## config.mk

```make
export PLATFORM = sky130hd
export DESIGN_NAME = debounced_priority_encoder
export DESIGN_NICKNAME = d
export VERILOG_FILES = /design/src/rtl/debounced_priority_encoder.sv
export SDC_FILE = /design/constraint.sdc
export NUM_CORES = 1
export LEC_CHECK = 0
export CAP_MARGIN = 20
export CORE_AREA = 3 3 110 70
export DETAILED_ROUTE_END_ITERATION = 8
export DIE_AREA = 0 0 113 73
export DONT_BUFFER_PORTS = 1
export PLACE_DENSITY_LB_ADDON = 0.2
export SETUP_SLACK_MARGIN = 0.5
export SYNTH_ARGS = -nofsm -noshare
export SYNTH_HDL_FRONTEND = slang
export SYNTH_SLANG_ARGS = --single-unit
```

## constraint.sdc

```tcl
create_clock -name Clock -period 5 [get_ports Clock]
set_input_delay 0.25 -clock Clock [delete_from_list [all_inputs] [get_ports Clock]]
set_output_delay 0.25 -clock Clock [all_outputs]
set_load 0.005 [all_outputs]
```

## src/rtl/debounced_priority_encoder.sv

```systemverilog
// Synchronised, debounced N-bit switch bus with registered highest-one / lowest-zero encoders.
// Optional STICKY_PEAK_EN adds a sticky maximum of msb_one_idx (peak_idx/peak_valid).
module debounced_priority_encoder #(
    parameter int N              = 18,
    parameter int DEBOUNCE_TICKS = 4,
    parameter int CNT_W          = 8,
    localparam int IDX_W         = $clog2(N)
) (
    input  logic             Clock,
    input  logic             Resetn,
    input  logic             enable,
    input  logic             clear,
    input  logic [N-1:0]     data_in,
    output logic [N-1:0]     stable_data,
    output logic [IDX_W-1:0] msb_one_idx,
    output logic             msb_one_found,
    output logic [IDX_W-1:0] lsb_zero_idx,
    output logic             lsb_zero_found,
    output logic             update_pulse,
    output logic [CNT_W-1:0] change_count
`ifdef STICKY_PEAK_EN
    ,
    output logic [IDX_W-1:0] peak_idx,
    output logic             peak_valid
`endif
);

    localparam int TICK_W = $clog2(DEBOUNCE_TICKS + 1);

    localparam logic [0:0] S_STABLE = 1'b0;
    localparam logic [0:0] S_FILTER = 1'b1;

    logic [N-1:0]      sync_1;
    logic [N-1:0]      sync_q;
    logic [0:0]        state, state_d;
    logic [TICK_W-1:0] cnt, cnt_d;
    logic [N-1:0]      candidate, candidate_d;
    logic              commit;
    logic              commit_q;

    logic [IDX_W-1:0]  msb_idx_c;
    logic              msb_found_c;
    logic [IDX_W-1:0]  lsb_idx_c;
    logic              lsb_found_c;

    // Whenever a commit happens sync_q equals the committed value, so it is the commit source.
    always_comb begin
        state_d     = state;
        cnt_d       = cnt;
        candidate_d = candidate;
        commit      = 1'b0;
        if (enable) begin
            case (state)
                S_STABLE: begin
                    if (sync_q != stable_data) begin
                        if (DEBOUNCE_TICKS == 1) begin
                            commit = 1'b1;
                        end else begin
                            candidate_d = sync_q;
                            cnt_d       = TICK_W'(1);
                            state_d     = S_FILTER;
                        end
                    end
                end
                S_FILTER: begin
                    if (sync_q == stable_data) begin
                        cnt_d   = '0;
                        state_d = S_STABLE;
                    end else if (sync_q != candidate) begin
                        candidate_d = sync_q;
                        cnt_d       = TICK_W'(1);
                    end else if (cnt == TICK_W'(DEBOUNCE_TICKS - 1)) begin
                        commit  = 1'b1;
                        cnt_d   = '0;
                        state_d = S_STABLE;
                    end else begin
                        cnt_d = cnt + TICK_W'(1);
                    end
                end
                default: begin
                    cnt_d   = '0;
                    state_d = S_STABLE;
                end
            endcase
        end
    end

    always_comb begin
        msb_idx_c   = '0;
        msb_found_c = 1'b0;
        for (int unsigned i = 0; i < N; i++) begin
            if (stable_data[i]) begin
                msb_idx_c   = IDX_W'(i);
                msb_found_c = 1'b1;
            end
        end
    end

    always_comb begin
        lsb_idx_c   = '0;
        lsb_found_c = 1'b0;
        for (int unsigned i = 0; i < N; i++) begin
            if (!stable_data[N-1-i]) begin
                lsb_idx_c   = IDX_W'(N - 1 - i);
                lsb_found_c = 1'b1;
            end
        end
    end

    always_ff @(posedge Clock or negedge Resetn) begin
        if (!Resetn) begin
            sync_1      <= '0;
            sync_q      <= '0;
            state       <= S_STABLE;
            cnt         <= '0;
            candidate   <= '0;
            stable_data <= '0;
            commit_q    <= 1'b0;
        end else begin
            sync_1      <= data_in;
            sync_q      <= sync_1;
            state       <= state_d;
            cnt         <= cnt_d;
            candidate   <= candidate_d;
            commit_q    <= commit;
            if (commit) begin
                stable_data <= sync_q;
            end
        end
    end

    always_ff @(posedge Clock or negedge Resetn) begin
        if (!Resetn) begin
            msb_one_idx    <= '0;
            msb_one_found  <= 1'b0;
            lsb_zero_idx   <= '0;
            lsb_zero_found <= 1'b1;
            update_pulse   <= 1'b0;
            change_count   <= '0;
        end else begin
            msb_one_idx    <= msb_idx_c;
            msb_one_found  <= msb_found_c;
            lsb_zero_idx   <= lsb_idx_c;
            lsb_zero_found <= lsb_found_c;
            update_pulse   <= commit_q;
            if (clear) begin
                change_count <= '0;
            end else if (update_pulse && (change_count != '1)) begin
                change_count <= change_count + CNT_W'(1);
            end
        end
    end

`ifdef STICKY_PEAK_EN
    always_ff @(posedge Clock or negedge Resetn) begin
        if (!Resetn) begin
            peak_idx   <= '0;
            peak_valid <= 1'b0;
        end else if (clear) begin
            peak_idx   <= '0;
            peak_valid <= 1'b0;
        end else if (commit_q && msb_found_c && (!peak_valid || (msb_idx_c > peak_idx))) begin
            peak_idx   <= msb_idx_c;
            peak_valid <= 1'b1;
        end
    end
`endif

endmodule
```

# Yosys cells after proc, flatten, opt, wreduce, memory -nomap -nowiden
# Cells that the tools add are included.
totals:
  ff_bits: 98
  in_bits: 22
classes:
  add_sub_neg: 2
  eq_ne: 8
  mux: 92
  bitwise: 1
  reduce_logical: 4
op_table:
  columns: ["op", "count"]
  rows:
  - ["$mux W5", 34]
  - ["$mux W18", 3]
  - ["$mux W1", 46]
  - ["$ne A18 B18 Y1", 2]
  - ["$pmux W18 S2", 1]
  - ["$eq A18 B18 Y1", 1]
  - ["$mux W8", 2]
  - ["$mux W3", 4]
  - ["$add A8 B1 Y8 const B", 1]
  - ["$ne A8 B8 Y1 const B", 1]
  - ["$pmux W3 S2", 1]
  - ["$ne A2 B2 Y1 const B", 2]
  - ["$reduce_and A4 Y1", 1]
  - ["$add A3 B1 Y3 const B", 1]
  - ["$eq A3 B2 Y1 const B", 1]
  - ["$ne A2 B1 Y1 const B", 1]
  - ["$pmux W1 S2", 1]
  - ["$reduce_and A2 Y1", 1]
  - ["$reduce_bool A2 Y1", 1]
  - ["$logic_and A1 B1 Y1", 1]
  - ["$not A1 Y1", 1]

# Logic depth before layout (Yosys ltp)
logic_depth:
  ltp_word: 18
  mapped_depth: 9

# Worst setup path after synthesis
# No wires, ideal clock.
synth_timing:
  kind: "flip-flop to flip-flop"
  start: "register stable_data[7]"
  end: "register candidate[10]"
  setup_time_ns: 0.125
  t_arrival_ns: 1.993
  setup_slack_ns: 2.882
  stages_incl_launch_ff: 9
  n_path_buf: 2
  synth_period_minus_slack_ns: 2.118
  cell_sequence: "dfrtp_1 > buf_2 > xnor2_1 > nand4_1 > nor3_1 > nand2_1 > nand3_1 > buf_2 > mux2_2"
synth_between:
  elab_chain_cells: 3
synth_lines:
  columns: ["item", "line_no", "text"]
  rows:
  - ["from (decl)", "14", "output logic [N-1:0] stable_data,"]
  - ["from (signal assigned)", "127", "stable_data <= sync_q;"]
  - ["$eq A18 B18 Y1 / $ne A18 B18 Y1 (equally long branches)", "66, 55", null]
  - ["$ne A2 B2 Y1 (no source line)", null, null]
  - ["$reduce_and A4 Y1 (no source line) (*)", null, null]
  - ["to (signal assigned)", "124", "candidate <= candidate_d;"]
  - ["to (decl)", "37", "logic [N-1:0] candidate, candidate_d;"]
# Every way passes the cells marked *; elsewhere a longest branch is shown, timed or not.
# A chain may end at the register's enable or synchronous reset.

# Worst setup path in the final report
layout_timing:
  start: "register stable_data[7]"
  end: "register stable_data[6]"
layout_between:
  elab_chain_cells: 4
layout_lines:
  columns: ["item", "line_no", "text"]
  rows:
  - ["$eq A18 B18 Y1", "66", "if (sync_q == stable_data) begin"]
  - ["$mux W1", "66", null]
  - ["$mux W1", "53", "case (state)"]
  - ["$mux W1", "52", "if (enable) begin"]
# No other way between the ends.

==> run metrics <==
run status=finished clean; synth-to-layout area growth=13.4%; hold bufs inserted after CTS=21; crit path from=stable_data[7]$_DFFE_PN0P_; flip-flop and latch count after synthesis=98; ordered cell list for the critical path=xnor2_1, nand4_1, nor3_1, a21o_1, or3_1, mux2_2; Syn Nets=between 300 and 400; number of cells in the finished layout apart from fillers=between 400 and 500; placed wire-length estimate=roughly 5100 µm; power density of the placed cells=~350 nW/µm²; sequential-to-total area share from yosys stat=61.0%; final critical-path required period=around 2.8 ns; CTS max path bufs=2; Global Route Usage Sum=about a fifth; Mapped Area=4020 µm²; kind of critical path=flop to flop; NumNets Final=357; Reg-to-Reg End=stable_data[6]$_DFFE_PN0P_; H-tree levels=3; cts bufs inserted=9; delay of the slowest cell on the worst path=about 0.76 ns; CTS tree=built; unique cell type count in the Yosys netlist=40; Worst Path Arrival=roughly 3.0 ns; Tightest Pin Transition=0.962 ns; library cell contributing the largest single delay on the critical path=sky130_fd_sc_hd__or3_1; Layout Utilization=between 60 and 70%; most area-consuming cells after synthesis=sky130_fd_sc_hd__dfrtp_1, sky130_fd_sc_hd__xnor2_1, sky130_fd_sc_hd__mux2_2; average cell area after synthesis=roughly 13 µm²; Area after DPL=between 4000 and 5000 µm²; Worst EP required=between 5 and 6 ns; first-pass GRT wire length=12,300 µm; Hold Fails Final Rpt=0; post-cts resize count=0; RSZ-0062 raised after global routing=no; Max Clock Skew=between 0.008 and 0.009 ns; critical register-to-register path startpoint=stable_data[7]$_DFFE_PN0P_; share of the clock period used by the worst path=55.4%; core footprint=~6700 µm²; final WL=7530 µm; total setup violations reported at the end of the flow=0; DIE AREA=8250 µm²; Setup Fix Bufs, Post-CTS=0; Yosys top cell by area=sky130_fd_sc_hd__dfrtp_1; Post-DRT Antenna Nets=0; share of final-layout standard cells stronger than drive strength 1=16.3%; Sink Count=between 90 and 100; slew margin rel.=between 30% and 40%; Pleak=between 1.5 and 2 nW; DRT iter0 DRCs=190; class of the most critical hold timing path=primary input to flop; remaining design rule violation count=0; starting density of the core=between 60% and 70%; global placement routability congestion=roughly 0.8; pin count of the biggest net entering global routing=just under 100; cell count along the critical path=6; Top Ports=a little over 60; FMAX=between 300 and 400 MHz; total congestion overflow=0; Register-to-Register Path Depth=6; height of the die=around 73 µm; clock-pin transition on the worst setup and hold timing paths=about 0.070 ns; Slew Limit Fails=0; yosys synthesis warning count=0; Routed wire per std cell=17.7 µm; Post-Synthesis Cells=roughly 320; number of placement rows=23; total placed cells including tap cells=between 300 and 400; number of antenna violations at the first check in global routing=0; fraction of post-synthesis cell area in the top cell type by area=about 60%; startpoint of the most critical hold path=enable; root cell of the clock tree=sky130_fd_sc_hd__clkbuf_16; Worst Setup Start Kind=flop; via count normalized by instance count=5.74; # fillers=490; clock network latency to the later pin of the worst-skew pair=~0.34 ns; number of diodes added for antenna fixing=0; setup total negative slack=0 ns; critical path's top delay family=simple AND/OR/NAND/NOR gates; via count of the first global-routing pass=2,397; worst vdd ir=~280 µV; sort of element at the end of the critical path=flop; number of buffers added on ports=0; maxcap violations=0; total vias in the final route=around 2,400; crit path capture=stable_data[6]$_DFFE_PN0P_; Reg2Reg Setup Slack=around 2.2 ns; Horiz. Die Dim=113 µm; Crit Path Max Fanout=18; total buffers and inverters traversed by the critical path=0; router iterations before antenna repair=4; area of all placed cells without fillers=4560 µm²
[worst reg2reg max path, cell delays in order, from the launching register on]
cell and delay (ns):
sky130_fd_sc_hd__dfrtp_1 0.50, sky130_fd_sc_hd__xnor2_1 0.25, sky130_fd_sc_hd__nand4_1 0.14, sky130_fd_sc_hd__nor3_1 0.36, sky130_fd_sc_hd__a21o_1 0.22, sky130_fd_sc_hd__or3_1 0.76, sky130_fd_sc_hd__mux2_2 0.43
[where the power goes]
part | internal, mW | total, mW | switching, mW
sequential | 0.823 | 0.849 | 0.0261
combinational | 0.0473 | 0.0865 | 0.0392
clock | 0.346 | 0.645 | 0.300
[cell type report]
| cell class | count | area [µm²] | area share, % |
|---|---|---|---|
| multi-input combinational | 196 | 1460 | 32.1 |
| clock inverter | 7 | 57.6 | 1.26 |
| clock buffer | 9 | 225 | 4.94 |
| sequential | 98 | 2450 | 53.8 |
| tap | 87 | 109 | 2.39 |
| timing repair buffer | 21 | 228 | 4.99 |
| inverter | 7 | 26.3 | 0.576 |
[state kept, by name (all words and copies together), names as in the netlist]
register and flops:
stable_data 18, msb_one_idx 5, update_pulse 1, change_count 8, state 1, msb_one_found 1, sync_1 18, sync_q 18
candidate 18, cnt 3, lsb_zero_idx 5, lsb_zero_found 1, commit_q 1
[routing by layer]
metal | vias to the layer above | share of wire (%) | global-route usage [%]
li1 | 1128 | - | -
met1 | 1208 | 47 | 27.4
met2 | 91 | 44 | 29.9
met3 | 14 | 7.4 | 7.04
met4 | 0 | 1.6 | 8.80
met5 | - | 0 | 0
[Yosys cell counts, drive strengths merged]
cell type / n
nor2b: 1
or3: 1
o31a: 1
nand3: 8
buf: 12
nor3b: 1
o2bb2ai: 2
a21o: 2
a221o: 1
o31ai: 1
dfstp: 1
xnor2: 37
a41oi: 1
nand2b: 3
a21oi: 7
o21ai: 6
nand4: 17
o21a: 2
a21boi: 1
dfrtp: 97
xor2: 5
o21bai: 1
o311ai: 1
ha: 2
clkbuf: 2
inv: 7
and3: 1
nor4: 4
nor2: 20
mux2: 36
a32o: 1
o211ai: 1
nand2: 15
nor3: 12
a31oi: 4
or2: 1
[metrics by stage]
stage,hold slack [ns],worst slack (ns),power [mW]
floorplan,-0.0456,2.88,0.905
global placement,-0.0429,2.45,0.917
detailed placement,-0.0433,2.31,0.921
CTS,0.0693,2.24,1.60
global route,0.0677,2.09,1.65
finish,0.0790,2.23,1.58
[how the worst min path moves through the flow]
stage | to | slack (ns) | cells after the start
final | cnt[0]$_DFFE_PN0P_ | 0.08 | 1
after global routing | cnt[0]$_DFFE_PN0P_ | 0.07 | 1
after detailed placement | msb_one_idx[1]$_DFF_PN0_ | -0.04 | 0
after floorplan | candidate[0]$_DFFE_PN0P_ | -0.05 | 0
after global placement | msb_one_idx[2]$_DFF_PN0_ | -0.04 | 0
after CTS | cnt[0]$_DFFE_PN0P_ | 0.07 | 1
[cell usage in the layout (no fill, tap or decap), types with 2 or more instances in the layout]
| cell | instances |
|---|---|
| sky130_fd_sc_hd__mux2_4 | 10 |
| sky130_fd_sc_hd__nand2b_1 | 3 |
| sky130_fd_sc_hd__dlygate4sd3_1 | 20 |
| sky130_fd_sc_hd__o21ai_0 | 6 |
| sky130_fd_sc_hd__nand4_1 | 17 |
| sky130_fd_sc_hd__xor2_1 | 5 |
| sky130_fd_sc_hd__nand3_1 | 8 |
| sky130_fd_sc_hd__inv_6 | 5 |
| sky130_fd_sc_hd__clkbuf_16 | 9 |
| sky130_fd_sc_hd__xnor2_1 | 37 |
| sky130_fd_sc_hd__nor4_1 | 4 |
| sky130_fd_sc_hd__o21a_1 | 2 |
| sky130_fd_sc_hd__mux2_2 | 26 |
| sky130_fd_sc_hd__a21o_1 | 2 |
| sky130_fd_sc_hd__nand2_1 | 15 |
| sky130_fd_sc_hd__nor2_1 | 20 |
| sky130_fd_sc_hd__o2bb2ai_1 | 2 |
| sky130_fd_sc_hd__a21oi_1 | 7 |
| sky130_fd_sc_hd__dfrtp_1 | 97 |
| sky130_fd_sc_hd__ha_1 | 2 |
| sky130_fd_sc_hd__inv_1 | 7 |
| sky130_fd_sc_hd__a31oi_1 | 4 |
| sky130_fd_sc_hd__nor3_1 | 12 |
[cell families (layout without fill, tap and decap cells)]
family / Yosys count / count (layout) / synth area share, %
AOI/OAI and AO/OA: 32 / 32 / 5.32
xor gates and xnor gates: 42 / 42 / 9.14
adders and majority gates: 2 / 2 / 0.622
buffers and inverters: 21 / 44 / 2.64
DFF: 98 / 98 / 61.0
muxes: 36 / 36 / 11.0
and+or+nand+nor: 84 / 84 / 10.3
Note: power is estimated with default switching activity, not from simulation.
